===== config.mk =====
export PLATFORM = sky130hd
export DESIGN_NAME = snake_move_ctrl_flat
export DESIGN_NICKNAME = d
export VERILOG_FILES = /design/src/rtl/snake_pkg.sv /design/src/rtl/snake_move_ctrl_if.sv /design/src/rtl/snake_move_ctrl_step_timer.sv /design/src/rtl/snake_move_ctrl.sv /design/src/flat_wrapper.sv
export SDC_FILE = /design/constraint.sdc
export NUM_CORES = 1
export LEC_CHECK = 0
export ABC_CLOCK_PERIOD_IN_PS = 6300
export CORE_MARGIN = 4
export CORE_UTILIZATION = 35
export CTS_CLUSTER_DIAMETER = 100
export DETAILED_ROUTE_END_ITERATION = 10
export DONT_BUFFER_PORTS = 1
export GPL_TIMING_DRIVEN = 0
export PLACE_DENSITY = 0.45
export SLEW_MARGIN = 25
export SYNTH_ARGS = -nofsm -noshare
export SYNTH_HDL_FRONTEND = slang
export SYNTH_SLANG_ARGS = --single-unit

===== constraint.sdc =====
create_clock -name clk -period 6.3 [get_ports clk]
set_input_delay 0.63 -clock clk [delete_from_list [all_inputs] [get_ports clk]]
set_output_delay 0.63 -clock clk [all_outputs]
set_load 0.02 [all_outputs]

===== src/rtl/snake_pkg.sv =====
// Shared constants for the snake game-step sequencer: directions, FSM codes, grid defaults.
package snake_pkg;

    localparam int GRID_W_D = 40;
    localparam int GRID_H_D = 30;
    localparam int X_W_D    = 6;
    localparam int Y_W_D    = 5;

    localparam int unsigned TICK_INIT_D = 32'd25_000_000;
    localparam int unsigned TICK_STEP_D = 32'd2_000_000;
    localparam int unsigned TICK_MIN_D  = 32'd5_000_000;
    localparam int          LEVEL_MAX_D = 7;

    localparam logic [3:0] DIR_UP    = 4'b1000;
    localparam logic [3:0] DIR_DOWN  = 4'b0100;
    localparam logic [3:0] DIR_LEFT  = 4'b0010;
    localparam logic [3:0] DIR_RIGHT = 4'b0001;

    typedef enum logic [2:0] {
        IDLE  = 3'd0,
        RUN   = 3'd1,
        CHECK = 3'd2,
        MOVE  = 3'd3,
        DEAD  = 3'd4
    } state_e;

    function automatic logic [3:0] dir_opposite(input logic [3:0] d);
        logic [3:0] o;
        case (d)
            DIR_UP:    o = DIR_DOWN;
            DIR_DOWN:  o = DIR_UP;
            DIR_LEFT:  o = DIR_RIGHT;
            DIR_RIGHT: o = DIR_LEFT;
            default:   o = 4'b0000;
        endcase
        return o;
    endfunction

endpackage


===== src/rtl/snake_move_ctrl_if.sv =====
// Collision-check handshake between the move sequencer (master) and the body store (slave).
interface snake_move_ctrl_if #(
    parameter int X_W = 6,
    parameter int Y_W = 5
);
    logic           chk_req;
    logic           chk_ack;
    logic           chk_hit;
    logic [X_W-1:0] nxt_x;
    logic [Y_W-1:0] nxt_y;

    modport master (output chk_req, nxt_x, nxt_y, input chk_ack, chk_hit);
    modport slave  (input chk_req, nxt_x, nxt_y, output chk_ack, chk_hit);
endinterface


===== src/rtl/snake_move_ctrl_step_timer.sv =====
// Level-paced step timer: counts RUN cycles and flags the cycle that ends the current period.
module step_timer #(
    parameter int unsigned TICK_INIT = 32'd25_000_000,
    parameter int unsigned TICK_STEP = 32'd2_000_000,
    parameter int unsigned TICK_MIN  = 32'd5_000_000
) (
    input  logic       clk,
    input  logic       rst_n,
    input  logic       en_i,
    input  logic       clr_i,
    input  logic [2:0] level_i,
    output logic       due_o
);

    logic [31:0] cnt_q, cnt_d;
    logic [31:0] dec;
    logic [31:0] period;

    // Clamp before subtracting so a large level never wraps the period.
    always_comb begin
        dec = 32'(level_i) * TICK_STEP;
        if ((TICK_INIT > dec) && ((TICK_INIT - dec) > TICK_MIN))
            period = TICK_INIT - dec;
        else
            period = TICK_MIN;
    end

    // >= keeps the timer safe if the period shrinks while already counting.
    assign due_o = en_i && (cnt_q >= (period - 32'd1));

    always_comb begin
        cnt_d = cnt_q;
        if (clr_i)
            cnt_d = '0;
        else if (en_i)
            cnt_d = cnt_q + 32'd1;
    end

    always_ff @(posedge clk or negedge rst_n) begin
        if (!rst_n)
            cnt_q <= '0;
        else
            cnt_q <= cnt_d;
    end

endmodule


===== src/rtl/snake_move_ctrl.sv =====
// Snake game-step sequencer: paces the head, latches one legal direction per step,
// checks walls locally and body collisions via the body store, and keeps score/level.
module snake_move_ctrl
    import snake_pkg::*;
#(
    parameter int          GRID_W    = GRID_W_D,
    parameter int          GRID_H    = GRID_H_D,
    parameter int          X_W       = X_W_D,
    parameter int          Y_W       = Y_W_D,
    parameter int unsigned TICK_INIT = TICK_INIT_D,
    parameter int unsigned TICK_STEP = TICK_STEP_D,
    parameter int unsigned TICK_MIN  = TICK_MIN_D,
    parameter int          LEVEL_MAX = LEVEL_MAX_D
) (
    input  logic                   clk,
    input  logic                   rst_n,
    input  logic                   start,
    input  logic [3:0]             direction,
    input  logic [X_W-1:0]         food_x,
    input  logic [Y_W-1:0]         food_y,
    snake_move_ctrl_if.master      chk,
    output logic [X_W-1:0]         head_x,
    output logic [Y_W-1:0]         head_y,
    output logic                   move_step,
    output logic                   grow,
    output logic                   dead,
    output logic [2:0]             state,
    output logic [7:0]             score,
    output logic [2:0]             level
);

    localparam logic [X_W-1:0] X_C   = X_W'(GRID_W / 2);
    localparam logic [Y_W-1:0] Y_C   = Y_W'(GRID_H / 2);
    localparam logic [X_W-1:0] X_MAX = X_W'(GRID_W - 1);
    localparam logic [Y_W-1:0] Y_MAX = Y_W'(GRID_H - 1);

    state_e         st_q, st_d;
    logic [X_W-1:0] hx_q, hx_d, nx_q, nx_d, cx;
    logic [Y_W-1:0] hy_q, hy_d, ny_q, ny_d, cy;
    logic [3:0]     dir_q, dir_d, dir_sel;
    logic           req_q, req_d, mv_q, mv_d, gr_q, gr_d;
    logic [7:0]     score_q, score_d;
    logic [2:0]     level_q, level_d;
    logic           step_due, legal, wall;

    step_timer #(
        .TICK_INIT (TICK_INIT),
        .TICK_STEP (TICK_STEP),
        .TICK_MIN  (TICK_MIN)
    ) u_timer (
        .clk     (clk),
        .rst_n   (rst_n),
        .en_i    (st_q == RUN),
        .clr_i   (st_d != RUN),
        .level_i (level_q),
        .due_o   (step_due)
    );

    // Candidate cell uses the direction that would be latched this cycle.
    always_comb begin
        legal   = $onehot(direction) && (direction != dir_opposite(dir_q));
        dir_sel = legal ? direction : dir_q;
        cx      = hx_q;
        cy      = hy_q;
        wall    = 1'b0;
        case (dir_sel)
            DIR_UP:    begin wall = (hy_q == '0);    cy = hy_q - Y_W'(1); end
            DIR_DOWN:  begin wall = (hy_q == Y_MAX); cy = hy_q + Y_W'(1); end
            DIR_LEFT:  begin wall = (hx_q == '0);    cx = hx_q - X_W'(1); end
            DIR_RIGHT: begin wall = (hx_q == X_MAX); cx = hx_q + X_W'(1); end
            default:   ;
        endcase
    end

    always_comb begin
        st_d    = st_q;
        hx_d    = hx_q;
        hy_d    = hy_q;
        nx_d    = nx_q;
        ny_d    = ny_q;
        dir_d   = dir_q;
        score_d = score_q;
        req_d   = 1'b0;
        mv_d    = 1'b0;
        gr_d    = 1'b0;
        unique case (st_q)
            IDLE: begin
                hx_d    = X_C;
                hy_d    = Y_C;
                dir_d   = DIR_DOWN;
                score_d = '0;
                if (start) st_d = RUN;
            end
            RUN: begin
                if (step_due) begin
                    dir_d = dir_sel;
                    if (wall) begin
                        st_d = DEAD;
                    end else begin
                        nx_d  = cx;
                        ny_d  = cy;
                        req_d = 1'b1;
                        st_d  = CHECK;
                    end
                end
            end
            CHECK: begin
                req_d = 1'b1;
                if (chk.chk_ack) begin
                    req_d = 1'b0;
                    if (chk.chk_hit) begin
                        st_d = DEAD;
                    end else begin
                        st_d = MOVE;
                        hx_d = nx_q;
                        hy_d = ny_q;
                        mv_d = 1'b1;
                        if ((nx_q == food_x) && (ny_q == food_y)) begin
                            gr_d = 1'b1;
                            if (score_q != 8'hFF) score_d = score_q + 8'd1;
                        end
                    end
                end
            end
            MOVE: st_d = RUN;
            DEAD: begin
                // Centre the head on the way out so IDLE shows reset values at once.
                if (start) begin
                    st_d    = IDLE;
                    hx_d    = X_C;
                    hy_d    = Y_C;
                    dir_d   = DIR_DOWN;
                    score_d = '0;
                end
            end
            default: st_d = IDLE;
        endcase
    end

    always_comb begin
        if (score_q[7:2] > 6'(LEVEL_MAX))
            level_d = 3'(LEVEL_MAX);
        else
            level_d = score_q[4:2];
    end

    always_ff @(posedge clk or negedge rst_n) begin
        if (!rst_n) begin
            st_q    <= IDLE;
            hx_q    <= X_C;
            hy_q    <= Y_C;
            nx_q    <= '0;
            ny_q    <= '0;
            dir_q   <= DIR_DOWN;
            req_q   <= 1'b0;
            mv_q    <= 1'b0;
            gr_q    <= 1'b0;
            score_q <= '0;
            level_q <= '0;
        end else begin
            st_q    <= st_d;
            hx_q    <= hx_d;
            hy_q    <= hy_d;
            nx_q    <= nx_d;
            ny_q    <= ny_d;
            dir_q   <= dir_d;
            req_q   <= req_d;
            mv_q    <= mv_d;
            gr_q    <= gr_d;
            score_q <= score_d;
            level_q <= level_d;
        end
    end

    assign chk.chk_req = req_q;
    assign chk.nxt_x   = nx_q;
    assign chk.nxt_y   = ny_q;
    assign head_x      = hx_q;
    assign head_y      = hy_q;
    assign move_step   = mv_q;
    assign grow        = gr_q;
    assign dead        = (st_q == DEAD);
    assign state       = st_q;
    assign score       = score_q;
    assign level       = level_q;

endmodule


===== src/flat_wrapper.sv =====
// flat-port wrapper written by rule: the top's interface ports become plain ports
module snake_move_ctrl_flat import snake_pkg::*;
#(
    parameter int          GRID_W    = GRID_W_D,
    parameter int          GRID_H    = GRID_H_D,
    parameter int          X_W       = X_W_D,
    parameter int          Y_W       = Y_W_D,
    parameter int unsigned TICK_INIT = TICK_INIT_D,
    parameter int unsigned TICK_STEP = TICK_STEP_D,
    parameter int unsigned TICK_MIN  = TICK_MIN_D,
    parameter int          LEVEL_MAX = LEVEL_MAX_D
)
  (clk, rst_n, start, direction, food_x, food_y, head_x, head_y, move_step, grow, dead, state, score, level, chk_chk_req, chk_nxt_x, chk_nxt_y, chk_chk_ack, chk_chk_hit);
  snake_move_ctrl_if #(.X_W(X_W), .Y_W(Y_W)) chk_i ();
  input  logic clk;
  input  logic rst_n;
  input  logic start;
  input  logic [3:0] direction;
  input  logic [X_W-1:0] food_x;
  input  logic [Y_W-1:0] food_y;
  output logic [X_W-1:0] head_x;
  output logic [Y_W-1:0] head_y;
  output logic move_step;
  output logic grow;
  output logic dead;
  output logic [2:0] state;
  output logic [7:0] score;
  output logic [2:0] level;
  output wire logic [$bits(chk_i.chk_req)-1:0] chk_chk_req;
  output wire logic [$bits(chk_i.nxt_x)-1:0] chk_nxt_x;
  output wire logic [$bits(chk_i.nxt_y)-1:0] chk_nxt_y;
  input wire logic [$bits(chk_i.chk_ack)-1:0] chk_chk_ack;
  input wire logic [$bits(chk_i.chk_hit)-1:0] chk_chk_hit;
  assign chk_chk_req = chk_i.chk_req;
  assign chk_nxt_x = chk_i.nxt_x;
  assign chk_nxt_y = chk_i.nxt_y;
  assign chk_i.chk_ack = chk_chk_ack;
  assign chk_i.chk_hit = chk_chk_hit;
  snake_move_ctrl #(.GRID_W(GRID_W), .GRID_H(GRID_H), .X_W(X_W), .Y_W(Y_W), .TICK_INIT(TICK_INIT), .TICK_STEP(TICK_STEP), .TICK_MIN(TICK_MIN), .LEVEL_MAX(LEVEL_MAX)) u_core (.clk(clk), .rst_n(rst_n), .start(start), .direction(direction), .food_x(food_x), .food_y(food_y), .chk(chk_i), .head_x(head_x), .head_y(head_y), .move_step(move_step), .grow(grow), .dead(dead), .state(state), .score(score), .level(level));
endmodule

### Word-level counts from Yosys, hierarchy flattened

Index checks and enable logic that the tools add are counted.

| storage, ports and cells | value |
|---|---|
| register bits after elaboration | 75 |
| input bits | 20 |
| output and inout bits | 40 |
| logic and storage cells | 111 |

| cells by class | value |
|---|---|
| add/sub/neg operators | 11 |
| multiply operators | 1 |
| order comparisons | 3 |
| equality and inequality tests | 26 |
| mux-type cells | 44 |
| bitwise operators | 1 |
| reduce and logical (&&, ||, !) cells | 13 |

Operators by type and width:

| operator | count |
|---|---|
| two-way mux 32 bit | 3 |
| two-way mux 8 bit | 5 |
| adder 32 x 1 -> 32 bit, second input constant | 1 |
| >= comparator 32 bit | 1 |
| > comparator 32 x 23 -> 1 bit, second input constant | 1 |
| subtractor 32 x 1 -> 32 bit, second input constant | 1 |
| subtractor 25 x 24 -> 26 bit, first input constant | 1 |
| case mux 8 bit (3 select lines) | 1 |
| two-way mux 3 bit | 7 |
| two-way mux 6 bit | 3 |
| case mux 6 bit (3 select lines) | 1 |
| multiplier 3 x 14 -> 17 bit, second input constant | 1 |
| case mux 4 bit (4 select lines) | 1 |
| two-way mux 5 bit | 3 |
| case mux 3 bit (5 select lines) | 1 |
| case mux 5 bit (3 select lines) | 1 |
| two-way mux 4 bit | 3 |
| case mux 4 bit (3 select lines) | 1 |
| case mux 6 bit (2 select lines) | 1 |
| two-way mux 1 bit | 10 |
| case mux 5 bit (2 select lines) | 1 |
| adder 8 x 1 -> 8 bit, second input constant | 1 |
| == test 4 x 1 -> 1 bit, second input constant | 2 |
| == test 4 x 2 -> 1 bit, second input constant | 2 |
| other kinds (33) | 46 |

### Logic depth before layout (Yosys ltp)

Gate-level depths: netlist (run 1).

| logic depth | value |
|---|---|
| depth after elaboration | 12 |
| mapped depth | 19 |
| gate-level depth less buffers | 18 |

### Modules after synthesis

A second synthesis (run 1) with hierarchy kept.

| second synthesis, totals | value |
|---|---|
| cell total of the unflattened synthesis | 588 |
| area, all modules | 5577.8 µm² |

Modules (own cells, without submodules):

| module | instances | cells each | area an instance (µm²) |
|---|---|---|---|
| step_timer | 1 | 325 | 2835.2 |
| snake_move_ctrl | 1 | 263 | 2742.6 |

### Worst setup path after synthesis (run 1)

Ideal clock, no wire load.

| path | value |
|---|---|
| path kind | register to register |
| from | reg u_core.level_q[1] (netlist: u_core.level[1]) |
| to | reg u_core.nx_q[0] (netlist: u_core.chk.nxt_x[0]) |
| data arrival time | 4859 ps |
| data required time | 6175 ps |
| setup slack | 1316 ps |
| cell stages (with the launch flop) | 20 |
| cells stage by stage | dfrtp_1 > inv_1 > fa_1 > xnor2_1 > ha_1 > o21ai_1 > a21oi_1 > or3_1 > nand4_1 > nor3_1 > or3b_2 > ha_1 > nand2_1 > nor2_1 > nand4_1 > a211oi_1 > o31ai_1 > nor3b_2 > buf_6 > mux2_4 |

| on the way | value |
|---|---|
| word-level cells in the longest chain between the ends | 8 |

RTL lines:

| what | line | RTL |
|---|---|---|
| from (decl) | snake_move_ctrl.sv:43 | `logic [2:0] level_q, level_d;` |
| from (signal assigned) | snake_move_ctrl.sv:171 | `level_q <= level_d;` |
| multiplier 3 x 14 -> 17 bit * | snake_move_ctrl_step_timer.sv:21 | `dec = 32'(level_i) * TICK_STEP;` |
| subtractor 25 x 24 -> 26 bit * | snake_move_ctrl_step_timer.sv:22, snake_move_ctrl_step_timer.sv:23 |  |
| > comparator 32 x 23 -> 1 bit | snake_move_ctrl_step_timer.sv:22 | `if ((TICK_INIT > dec) && ((TICK_INIT - dec) > TICK_MIN))` |
| two-way mux 32 bit * | snake_move_ctrl_step_timer.sv:22 |  |
| subtractor 32 x 1 -> 32 bit * | snake_move_ctrl_step_timer.sv:29 | `assign due_o = en_i && (cnt_q >= (period - 32'd1));` |
| >= comparator 32 bit * | snake_move_ctrl_step_timer.sv:29 |  |
| logical AND 1 bit * | snake_move_ctrl_step_timer.sv:29 |  |
| AND reduction 3 bit (no source line) * | -- |  |
| to (signal assigned) | snake_move_ctrl.sv:164 | `nx_q <= nx_d;` |
| to (decl) | snake_move_ctrl.sv:38 | `logic [X_W-1:0] hx_q, hx_d, nx_q, nx_d, cx;` |

Mark *: on every way between the ends. The rest lies on a longest branch, timed or not.
A chain may end at the register's enable or synchronous reset.

### Worst setup path after layout (run 1)

| path | value |
|---|---|
| from | reg u_core.level_q[0] (netlist: u_core.level[0]) |
| to | reg u_core.ny_q[3] (netlist: u_core.chk.nxt_y[3]) |

| on the way | value |
|---|---|
| word-level cells in the longest chain between the ends | 8 |

RTL lines:

| what | line | RTL |
|---|---|---|
| multiplier 3 x 14 -> 17 bit * | snake_move_ctrl_step_timer.sv:21 |  |
| subtractor 25 x 24 -> 26 bit * | snake_move_ctrl_step_timer.sv:22, snake_move_ctrl_step_timer.sv:23 |  |
| > comparator 32 x 23 -> 1 bit | snake_move_ctrl_step_timer.sv:22 |  |
| two-way mux 32 bit * | snake_move_ctrl_step_timer.sv:22 |  |
| subtractor 32 x 1 -> 32 bit * | snake_move_ctrl_step_timer.sv:29 |  |
| >= comparator 32 bit * | snake_move_ctrl_step_timer.sv:29 |  |
| logical AND 1 bit * | snake_move_ctrl_step_timer.sv:29 |  |
| AND reduction 3 bit (no source line) * | -- |  |
| to (signal assigned) | snake_move_ctrl.sv:165 | `ny_q <= ny_d;` |
| to (decl) | snake_move_ctrl.sv:39 | `logic [Y_W-1:0] hy_q, hy_d, ny_q, ny_d, cy;` |

Marks and branches as above.

==> results of run 1 <==
==> per-layer routing <==
| layer | vias to the layer above | global-route usage (%) | routed length [um] |
|---|---|---|---|
| li1 | 2048 | - | - |
| met1 | 2056 | 20.5 | 6280 |
| met2 | 83 | 25.4 | 6130 |
| met3 | 17 | 4.32 | 651 |
| met4 | 0 | 5.08 | 266 |
| met5 | - | 0 | 0 |
==> worst register-to-register path: stages (launching register included) <==
cell and delay, ns:
dfrtp_1 0.62, inv_1 0.25, fa_1 0.66, inv_1 0.08, ha_1 0.30, o21ai_1 0.14, a21oi_1 0.12, or3_1 0.37
nand4_1 0.20, nor3_2 0.13, or3b_2 0.51, ha_1 0.35, nand2_1 0.07, nor2_1 0.10, nand4_1 0.14, a211oi_1 0.41
o31ai_1 0.28, nor3b_2 0.44, buf_6 0.25, mux2_4 0.32
==> kinds of logic (layout without fill, tap and decap cells) <==
family | Yosys count | count (layout)
and+or+nand+nor | 241 | 241
AOI/OAI and AO/OA | 91 | 91
DFF | 75 | 75
xor gates and xnor gates | 68 | 68
adders and majority gates | 48 | 48
buffers and inverters | 28 | 45
muxes | 23 | 23
==> placed cells by master (no fill, tap or decap), types with 5 or more instances in the layout <==
| master | instances |
|---|---|
| a21o_1 | 6 |
| ha_1 | 42 |
| a21oi_1 | 19 |
| nor2b_1 | 5 |
| and3_1 | 12 |
| fa_1 | 5 |
| xor2_1 | 48 |
| mux2_1 | 5 |
| nor3_1 | 12 |
| dfstp_2 | 7 |
| mux2_2 | 5 |
| nor4_1 | 6 |
| a211oi_1 | 5 |
| nor2_1 | 77 |
| dfrtp_1 | 67 |
| nand3_1 | 13 |
| clkbuf_16 | 9 |
| nand2_1 | 58 |
| o21ai_1 | 7 |
| clkbuf_1 | 12 |
| nand4_1 | 17 |
| inv_1 | 15 |
| nand2b_1 | 11 |
| xnor2_1 | 20 |
| or3_1 | 5 |
| mux2_4 | 9 |
| o21ai_0 | 19 |
| or4_1 | 5 |
==> flip-flops by register name, indices dropped and copies added (netlist names) <==
name                  flops
u_core.chk.nxt_x          6
u_core.dir_q              4
u_core.u_timer.cnt_q     32
u_core.head_x             6
u_core.score              8
u_core.grow               1
u_core.head_y             5
u_core.move_step          1
u_core.state              3
u_core.level              3
u_core.chk.nxt_y          5
u_core.chk.chk_req        1
==> power by group through the flow <==
stage | Clock [W] | Sequential (W) | Combinational, W
final | 0.000481 | 0.000650 | 0.000391
after detailed placement | 0 | 0.000659 | 0.000379
after CTS | 0.000498 | 0.000651 | 0.000394
after global routing | 0.000518 | 0.000660 | 0.000439
after floorplan | 0 | 0.000633 | 0.000309
after global placement | 0 | 0.000657 | 0.000371
==> worst max path at each step <==
stage / from / to / slack [ns] / cells past startpoint
floorplan: u_core.level[1] / u_core.chk.nxt_x[0] / 1.32 / 19
global placement: u_core.level[1] / u_core.chk.nxt_y[3] / 0.41 / 18
detailed placement: u_core.level[1] / u_core.chk.nxt_x[4] / 0.22 / 18
CTS: u_core.level[1] / u_core.chk.nxt_x[5] / 0.21 / 18
global route: u_core.level[0] / u_core.chk.nxt_x[5] / 0.04 / 19
finish: u_core.level[0] / u_core.chk.nxt_y[3] / 0.44 / 19
==> through the flow <==
| stage | std cells | total power [W] | utilization [%] | hold slack (ns) | cell area (um^2) |
|---|---|---|---|---|---|
| 2_1_floorplan | 574 | 0.000942 | - | 0.334 | 5340 |
| 3_3_place_gp | 758 | 0.00103 | 37.7 | 0.340 | 5570 |
| 3_5_place_dp | 758 | 0.00104 | 37.8 | 0.339 | 5570 |
| 4_1_cts | 775 | 0.00154 | 39.8 | 0.109 | 5870 |
| 5_1_grt | 775 | 0.00162 | 39.9 | 0.105 | 5880 |
| 6_report | 775 | 0.00152 | 39.9 | 0.131 | 5880 |
==> timing repair <==
| item | in CTS | in global routing |
|---|---|---|
| gates resized for setup | 0 | 2 |
| hold endpoints to repair | 68 | 0 |
| setup endpoints to repair | 0 | 46 |
| hold buffers | 1 | 0 |
==> layout make-up <==
class	instances	area, um^2
fillers	1493	8870
multi-input cells	471	3350
flip-flops and latches	75	1890
clock buffers	11	233
well taps	184	230
plain buffers	13	65.1
inverters	15	56.3
clock inverters	5	40.0
repair buffers	1	27.5
==> summary.md, run 1 <==
| Metric | Value |
|---|---|
| Top FF cell, synth | `dfrtp_1` |
| Net Sw Frac | `34.5%` |
| CP max-delay cell | `fa_1` |
| Gate power share | `25.7%` |
| Top cells by area, synth | `dfrtp_1 (32%), ha_1 (9.8%), xor2_1 (7.9%)` |
| Post-route DRC | `0` |
| Period utilization | `93.0%` |
| Worst-Margin Slew | `0.951 ns` |
| # IOs | `60` |
| DRT Pass-1 Iters | `4` |
| Reg2reg start | `u_core.level[0]` |
| Worst slack at placement | `0.219 ns` |
| Setup crit start kind | `register` |
| Final setup viols | `0` |
| Final WL | `13300 um` |
| DR vias | `4204` |
| F_max | `171 MHz` |
| Root Driver | `clkbuf_16` |
| Row count | `44` |
| Crit Path Category | `reg -> reg` |
| Area Overhead vs Synth | `10.3%` |
| DR WL/cell | `17.2 um` |
| Syn Inst Count | `574` |
| Reg2Reg Depth | `19` |
| Die H | `131 um` |
| Sum of buffers and inverters on the critical path | `3` |
| CTS Sinks | `75` |
| Flop pwr share | `42.7%` |
| Hold Crit Class | `in -> async` |
| Synthesis Warnings | `0` |
| Seq cells post-synth | `75` |
| DP Wirelength | `9810 um` |
| FF-to-FF setup slack | `0.44 ns` |
| Syn Std Cell Area | `5340 um^2` |
| Most numerous cell in the Yosys netlist | `nor2_1` |
| Post-Synth XOR/XNOR Area | `11.2%` |
| PD cells | `259 nW/um^2` |
| Final ANT Viol Nets | `0` |
| Die W | `131 um` |
| Worst EP required | `6.53 ns` |
| RSZ-0062 raised after global routing | `false` |
| Psw | `0.000526 W` |
| Clock-pin slew on the worst setup and hold paths | `0.06 ns` |
| Drt first-iter violations | `204` |
| Vias per Instance | `5.42` |
| Diode count | `0` |
| # Max-Cap Violations | `0` |
| Initial antenna violation count | `0` |
| Synthesized area per cell | `9.30 um^2` |
| Area leader, netlist | `dfrtp_1` |
| Core Area | `14800 um^2` |
| Global-route total usage across every layer | `15.7%` |
| Compound-gate portion of the synthesized area | `11.8%` |
| Number of buffers created by CTS | `9` |
| Vias in the first global route | `4187` |
| Internal | `0.000996 W` |
| Final TNS setup | `0 ns` |
| Leading cell types by count after synthesis | `nor2_1 (77), dfrtp_1 (68), nand2_1 (58)` |
| Post-Synthesis Net Count | `641` |
| Pins Over Slew Limit | `0` |
| Post-synth EDFFs | `0` |
| Asr flop ratio synth | `100%` |
| Sequential share of the synthesized area | `35.3%` |
| Grt ovf | `0` |
| Pleak | `2.74 nW` |
| Synth cell types | `64` |
| Largest family of logic cells by synthesized area | `simple AND/OR/NAND/NOR gates` |
| Worst EP arrival | `6.09 ns` |
| Largest net degree at the start of global routing | `69` |
| Share of layout cells above drive strength 1 | `9.31%` |
| Reg-to-reg endpoint | `u_core.chk.nxt_y[3]` |
| First-pass GRT wire length | `22100 um` |
| Top delay family on crit path | `simple AND/OR/NAND/NOR gates` |
| Synth Area in Simple Gates | `22.1%` |
| Clk_skew | `0.00914 ns` |
| Outcome | `finished clean` |
| CTS max path bufs | `2` |
| Initial Utilization | `36.2%` |
| CTS tree | `yes` |
| Nets | `653` |
| Rel. slew slack | `36.1%` |
| H-tree levels | `3` |
| Min Tclk post-route | `5.86 ns` |
| GPL Wtd Cong | `0.802` |
| CP Cell Sequence | `inv_1 > fa_1 > inv_1 > ha_1 > o21ai_1 > a21oi_1 > or3_1 > nand4_1 > nor3_2 > or3b_2 > ha_1 > nand2_1 > nor2_1 > nand4_1 > a211oi_1 > o31ai_1 > nor3b_2 > buf_6 > mux2_4` |
| Mux contribution to synthesized area | `5.39%` |
| Setup bufs post-CTS | `0` |
| Critical path fanouts, max | `10` |
| Post-synthesis adder-cell area fraction | `11.9%` |
| Slack of the critical path | `0.442 ns` |
| Clock Latency Late Sink | `0.34 ns` |
| IO buf count | `0` |
| Synth top area share | `31.9%` |
| Critical Path Max Stage Delay | `0.66 ns` |
| Max rail drop VDD | `0.145 mV` |
| Critical path endpoint category | `register` |
| Clock share of power | `31.6%` |
| Hold Fails Final Rpt | `0` |
| Die area | `17300 um^2` |
Note: power is estimated with default switching activity, not from simulation.
==> run 2, diff against run 1 <==
--- a/config.mk
+++ b/config.mk
@@ -8,2 +8,3 @@
 export ABC_CLOCK_PERIOD_IN_PS = 6300
+export CORE_ASPECT_RATIO = 0.5
 export CORE_MARGIN = 4
--- a/constraint.sdc
+++ b/constraint.sdc
@@ -3,2 +3,2 @@
 set_output_delay 0.63 -clock clk [all_outputs]
-set_load 0.02 [all_outputs]
+set_load 0.01 [all_outputs]
==> run 2 against run 1 <==
Utilization rose by 0.54 points. Clock-buffer cell count rose by 1. Sequential power fell by 3%. Via count fell by 3.2%. Power rose by 0.65%. Sequential cell count did not move. Register-to-register slack improved by 0.21 ns. Setup slack improved by 0.21 ns. Die area rose by 0.70%. Critical path type unchanged. Largest cell class unchanged. Highest routed layer unchanged.
==> summary.md, run 2 (synthesis results as in run 1) <==
| Metric | Value |
|---|---|
| Outcome | `finished clean` |
| Clock-pin slew on the worst setup and hold paths | `0.06 ns (about the same)` |
| Fillers | `1480 (-0.87%)` |
| Final ANT Viol Nets | `0 (unchanged)` |
| PD cells | `258 nW/um^2 (-0.32%)` |
| DR vias | `4070 (-3.2%)` |
| Min Tclk post-route | `5.64 ns (-0.215 ns)` |
| Die H | `95.3 um (-28%)` |
| Nets | `654 (+0.15%)` |
| CTS max path bufs | `2 (unchanged)` |
| Clock Latency Late Sink | `0.33 ns (about the same)` |
| Pleak | `2.75 nW (+0.68%)` |
| Die W | `183 um (+39%)` |
| F_max | `177 MHz (+3.8%)` |
| Setup crit start kind | `register` |
| Worst-Margin Slew | `0.740 ns (-0.211 ns)` |
| Global-route total usage across every layer | `15.8% (+0.048 points)` |
| Area Overhead vs Synth | `11.3%` |
| Critical path endpoint category | `register` |
| Commonest non-fill, non-tap cell in the layout | `nor2_1` |
| Root Driver | `clkbuf_16` |
| Final setup viols | `0 (unchanged)` |
| Number of buffers created by CTS | `9 (unchanged)` |
| Grt ovf | `0 (unchanged)` |
| Vias per Instance | `5.15 (-5.0%)` |
| Core Area | `14700 um^2 (-0.37%)` |
| Vias in the first global route | `4101 (-2.1%)` |
| Initial Utilization | `36.3% (+0.13 points)` |
| Max rail drop VDD | `0.104 mV (-29%)` |
| Final instance area | `5940 um^2 (+0.98%)` |
| Diode count | `0 (unchanged)` |
| GPL Wtd Cong | `0.765 (-4.7%)` |
| Hold Crit Class | `in -> async` |
| Worst EP required | `6.51 ns (-0.02 ns)` |
| RSZ-0062 raised after global routing | `false` |
| DR WL/cell | `16.6 um (-3.2%)` |
| Most frequent cells in the layout | `nor2_1 (77), dfrtp_1 (68), nand2_1 (58)` |
| Clk_skew | `0.0126 ns (+0.00349 ns)` |
| Worst EP arrival | `5.86 ns (-0.23 ns)` |
| # IOs | `60 (unchanged)` |
| Share of layout cells above drive strength 1 | `9.29% (-0.016 points)` |
| Row count | `31 (-30%)` |
| DP Wirelength | `9610 um (-2.0%)` |
| Critical path fanouts, max | `11 (+1)` |
| DRT Pass-1 Iters | `4 (unchanged)` |
| First-pass GRT wire length | `21900 um (-0.75%)` |
| Max reg flops | `32 (unchanged)` |
| Drt first-iter violations | `163 (-20%)` |
| Period utilization | `89.6% (-3.4 points)` |
| Placed Area | `5590 um^2 (+0.31%)` |
| Largest net degree at the start of global routing | `65 (-5.8%)` |
| # Max-Cap Violations | `0 (unchanged)` |
| CTS tree | `yes` |
| Post-route DRC | `0 (unchanged)` |
| Crit Path Category | `reg -> reg` |
| Die area | `17400 um^2 (+0.70%)` |
| Pins Over Slew Limit | `0 (unchanged)` |
| Final TNS setup | `0 ns (unchanged)` |
| Hold Fails Final Rpt | `0 (unchanged)` |
| IO buf count | `0 (unchanged)` |
| Initial antenna violation count | `0 (unchanged)` |
| Rel. slew slack | `50.4% (+14 points)` |
| Biggest register | `u_core.u_timer.cnt_q` |
| Final WL | `13200 um (-1.4%)` |
| CTS Sinks | `75 (unchanged)` |
| H-tree levels | `3 (unchanged)` |
## run 2: cell types whose count changed in the layout (fill, tap and decap cells not counted), sizes merged
cell,previous run,this run
inv,16,15
bufinv,0,1
clkbuf,21,22
dlygate4sd3,0,1
clkinv,1,0
## run 2: final cells by class
type | count | area, um^2 | share of cell area (%)
Timing Repair Buffer | 2 | 37.5 | 0.632
Tap cell | 198 | 248 | 4.17
Clock inverter | 4 | 52.6 | 0.884
Buffer | 13 | 65.1 | 1.09
Sequential cell | 75 | 1890 | 31.7
Multi-Input combinational cell | 471 | 3350 | 56.4
Inverter | 15 | 56.3 | 0.948
Clock buffer | 12 | 246 | 4.15
## run 2: where the power goes
group | internal (W) | switching [W]
clock network | 0.000318 | 0.000202
registers | 0.000545 | 0.0000881
logic | 0.000182 | 0.000197
total | 0.00104 | 0.000487
## run 2: per-layer routing
layer  vias to the layer above  routed length (um)  GRT usage [%]
li1                       2054                   -              -
met1                      1948                6550           21.0
met2                        60                5990           26.7
met3                         8                 542           3.96
met4                         0                  70           2.43
met5                         -                   0              0
## run 2: worst paths after layout
path,startpoint,depth (start not counted),to,slack (ns)
min reg2reg,u_core.head_x[4],2,u_core.head_x[4],0.54
max reg2reg,u_core.level[1],19,u_core.chk.nxt_y[2],0.66
min in group clk,direction[1],1,u_core.dir_q[1],0.44
min,rst_n,0,u_core.head_y[3],0.15
max,u_core.level[1],19,u_core.chk.nxt_y[2],0.66
max in group asynchronous,rst_n,1,u_core.u_timer.cnt_q[22],5.40
## run 2: timing repair
action,CTS,global route
hold buffers,2,0
gates resized for setup,0,2
hold endpoints to repair,64,0
setup endpoints to repair,0,43
setup buffers,0,0
## run 2: through the flow
stage                     power (W)  hold WS, ns  setup WS, ns  std cells  utilization (%)
after floorplan            0.000924        0.334          1.39        574                -
after global placement      0.00101        0.341         0.240        772             38.0
after detailed placement    0.00101        0.342         0.274        772             38.0
after CTS                   0.00156        0.129         0.224        790             40.3
after global routing        0.00164        0.125         0.162        790             40.4
final                       0.00153        0.146         0.657        790             40.4
## run 2: worst max-delay path, stage by stage (launching register included)
cell and delay, ns:
dfrtp_1 0.65, inv_1 0.20, fa_1 0.57, xnor2_1 0.16, ha_1 0.21, o21ai_1 0.21, a21oi_1 0.12, or3_1 0.36
nand4_1 0.19, nor3_2 0.12, or3b_2 0.49, ha_1 0.35, nand2_1 0.07, nor2_1 0.11, nand4_1 0.14, a211oi_2 0.36
o31ai_1 0.23, nor3b_2 0.42, buf_6 0.25, mux2_4 0.32
==> run 3, diff against run 2 <==
- HOLD_SLACK_MARGIN: default -> 0.12
- RECOVER_POWER: default -> 50
==> run 3 against run 2 <==
Register-to-register slack hardly changed. Design area down 0.57%. First-iteration DRC count fell by 1.2%. The flow now finishes with violations (capacitance limit, slew limit). Cell count down 0.13%. Clock power is essentially flat. Critical path depth unchanged. Global-route usage decreased by 0.15 points. Wire length shrank 0.94%. Sequential power about the same. Setup slack got worse by 0.0074 ns. Fmax shrank 0.13%. Clock-buffer cell count unchanged.
==> summary.md, run 3 (synthesis results as in run 1) <==
| Metric | Value |
|---|---|
| Setup crit start kind | `register` |
| CP Cell Sequence | `inv_1 > fa_1 > xnor2_1 > ha_1 > o21ai_1 > a21oi_1 > or3_1 > nand4_1 > nor3_2 > or3b_2 > ha_1 > nand2_1 > nor2_1 > nand4_1 > a211oi_2 > o31ai_1 > nor3b_2 > buf_6 > mux2_4` |
| Min Tclk post-route | `5.65 ns (+0.00744 ns)` |
| Internal | `0.00104 W (-0.20%)` |
| Diode count | `0 (unchanged)` |
| Core Area | `14700 um^2 (unchanged)` |
| Final setup viols | `0 (unchanged)` |
| CP max-delay cell | `dfrtp_1` |
| Global routing met3 resource utilization | `4.00% (+0.038 points)` |
| Area Overhead vs Synth | `10.7%` |
| First-pass GRT wire length | `21800 um (-0.66%)` |
| Drt first-iter violations | `161 (-1.2%)` |
| # Max-Cap Violations | `1 (+1)` |
| Share of layout cells above drive strength 1 | `9.14% (-0.15 points)` |
| Clock share of power | `34.1% (about the same)` |
| F_max | `177 MHz (-0.13%)` |
| Worst Setup SP | `u_core.level[1]` |
| Biggest register | `u_core.u_timer.cnt_q` |
| Crit Path Category | `reg -> reg` |
| Clk_skew | `0.0119 ns (-0.000759 ns)` |
| Hold Fails Final Rpt | `0 (unchanged)` |
| Rel. slew slack | `-156% (-210 points)` |
| Reg2reg start | `u_core.level[1]` |
| FF-to-FF setup slack | `0.65 ns (about the same)` |
| Max rail drop VDD | `0.104 mV (about the same)` |
| Fillers | `1485 (+0.34%)` |
| Net Sw Frac | `31.9% (+0.069 points)` |
| IO buf count | `0 (unchanged)` |
| Vias in the first global route | `4102 (+0.024%)` |
| Psw | `0.000488 W (+0.12%)` |
| Clock-pin slew on the worst setup and hold paths | `0.06 ns (about the same)` |
| Gate power share | `24.6% (about the same)` |
| Grt met1 use | `20.6% (-0.40 points)` |
| DP Wirelength | `9610 um (unchanged)` |
| Most frequent cells in the layout | `nor2_1 (77), dfrtp_1 (68), nand2_1 (58)` |
| Largest net degree at the start of global routing | `69 (+6.2%)` |
| Post-route DRC | `0 (unchanged)` |
| DR WL/cell | `16.5 um (-0.82%)` |
| Number of buffers created by CTS | `9 (unchanged)` |
| RSZ-0062 raised after global routing | `false` |
| Clock Latency Late Sink | `0.33 ns (about the same)` |
| Worst EP arrival | `5.87 ns (about the same)` |
| Critical Path Max Stage Delay | `0.65 ns (about the same)` |
| CTS tree | `yes` |
| Pleak | `2.74 nW (-0.57%)` |
| Grt ovf | `0 (unchanged)` |
| DRT Pass-1 Iters | `4 (unchanged)` |
| Die H | `95.3 um (unchanged)` |
| Max reg flops | `32 (unchanged)` |
| Nets | `653 (-0.15%)` |
| Worst-Margin Slew | `3.84 ns (+3.10 ns)` |
| # IOs | `60 (unchanged)` |
| Setup bufs post-CTS | `0 (unchanged)` |
| Initial antenna violation count | `0 (unchanged)` |
| CTS max path bufs | `2 (unchanged)` |
| Critical path fanouts, max | `11 (unchanged)` |
| Critical path endpoint category | `register` |
| Die W | `183 um (unchanged)` |
| Global-route total usage across every layer | `15.6% (-0.15 points)` |
| PD cells | `259 nW/um^2 (+0.47%)` |
| Final WL | `13000 um (-0.94%)` |
| H-tree levels | `3 (unchanged)` |
| Failing checks | `capacitance limit, slew limit` |
| Gr busiest metal | `met2` |
| Initial Utilization | `36.3% (unchanged)` |
| Global-route met2 utilization | `26.7% (-0.062 points)` |
| DR vias | `4078 (+0.20%)` |
| Top delay family on crit path | `simple AND/OR/NAND/NOR gates` |
| Vias per Instance | `5.17 (+0.32%)` |
| Root Driver | `clkbuf_16` |
| Pins Over Slew Limit | `69 (+69)` |
| Final ANT Viol Nets | `0 (unchanged)` |
| Sum of buffers and inverters on the critical path | `2 (unchanged)` |
| CTS Sinks | `75 (unchanged)` |
| Hold Crit Class | `in -> async` |
| Worst EP required | `6.52 ns (about the same)` |
| Final Non-Filler Cells | `789 (-0.13%)` |
| Outcome | `finished with violations` |
| Row count | `31 (unchanged)` |
| Final TNS setup | `0 ns (unchanged)` |
| Die area | `17400 um^2 (unchanged)` |
| Commonest non-fill, non-tap cell in the layout | `nor2_1` |
| Placed insts | `772 (unchanged)` |
| Period utilization | `89.7% (+0.12 points)` |
| Flop pwr share | `41.3% (about the same)` |
| GPL Wtd Cong | `0.765 (unchanged)` |
run 3: per-stage QoR:
stage | util [%] | setup WS, ns | total power (W) | cell area, um^2 | hold slack, ns
2_1_floorplan | - | 1.39 | 0.000924 | 5340 | 0.334
3_3_place_gp | 38.0 | 0.240 | 0.00101 | 5580 | 0.341
3_5_place_dp | 38.0 | 0.274 | 0.00101 | 5590 | 0.342
4_1_cts | 40.2 | 0.224 | 0.00156 | 5920 | 0.129
5_1_grt | 40.2 | 0.162 | 0.00164 | 5910 | 0.125
6_report | 40.2 | 0.649 | 0.00153 | 5910 | 0.144
run 3: per-layer routing:
metal	part of all wire, %	vias up	routed length, um
li1	-	2058	-
met1	49	1955	6420
met2	46	60	5980
met3	4.4	5	571
met4	0.41	0	54
met5	0	-	0
run 3: final timing paths:
path / to / cells after the start
hold / removal: u_core.head_y[3] / 0
min in group clk: u_core.dir_q[1] / 1
hold reg to reg: u_core.u_timer.cnt_q[30] / 2
setup / recovery: u_core.chk.nxt_y[2] / 19
setup reg to reg: u_core.chk.nxt_y[2] / 19
max in group asynchronous: u_core.state[2] / 1
run 3: layout make-up:
class,instances,area (um^2),share of cell area [%]
plain buffers,13,65.1,1.10
multi-input cells,471,3350,56.7
inverters,15,56.3,0.953
flip-flops and latches,75,1890,31.9
repair buffers,1,3.75,0.0635
well taps,198,248,4.19
clock buffers,12,246,4.17
clock inverters,4,52.6,0.889
run 3: timing repair:
action / 4_1_cts / 5_1_grt
hold buffers: 1 / 0
hold endpoints to repair: 68 / 0
endpoints found under the setup margin: 0 / 43
gates resized for setup: 0 / 2
run 3: worst register-to-register path, stage by stage (launching register included):
cell	delay, ns
dfrtp_1	0.65
inv_1	0.20
fa_1	0.57
xnor2_1	0.16
ha_1	0.21
o21ai_1	0.21
a21oi_1	0.12
or3_1	0.36
nand4_1	0.19
nor3_2	0.12
or3b_2	0.49
ha_1	0.35
nand2_1	0.07
nor2_1	0.10
nand4_1	0.14
a211oi_2	0.36
o31ai_1	0.24
nor3b_2	0.42
buf_6	0.25
mux2_4	0.32
run 3: power groups by stage:
| stage | registers (W) | logic (W) | clock network [W] |
|---|---|---|---|
| 6_report | 0.000633 | 0.000376 | 0.000521 |
| 3_3_place_gp | 0.000643 | 0.000368 | 0 |
| 2_1_floorplan | 0.000615 | 0.000309 | 0 |
| 5_1_grt | 0.000646 | 0.000433 | 0.000557 |
| 4_1_cts | 0.000635 | 0.000383 | 0.000538 |
| 3_5_place_dp | 0.000643 | 0.000369 | 0 |
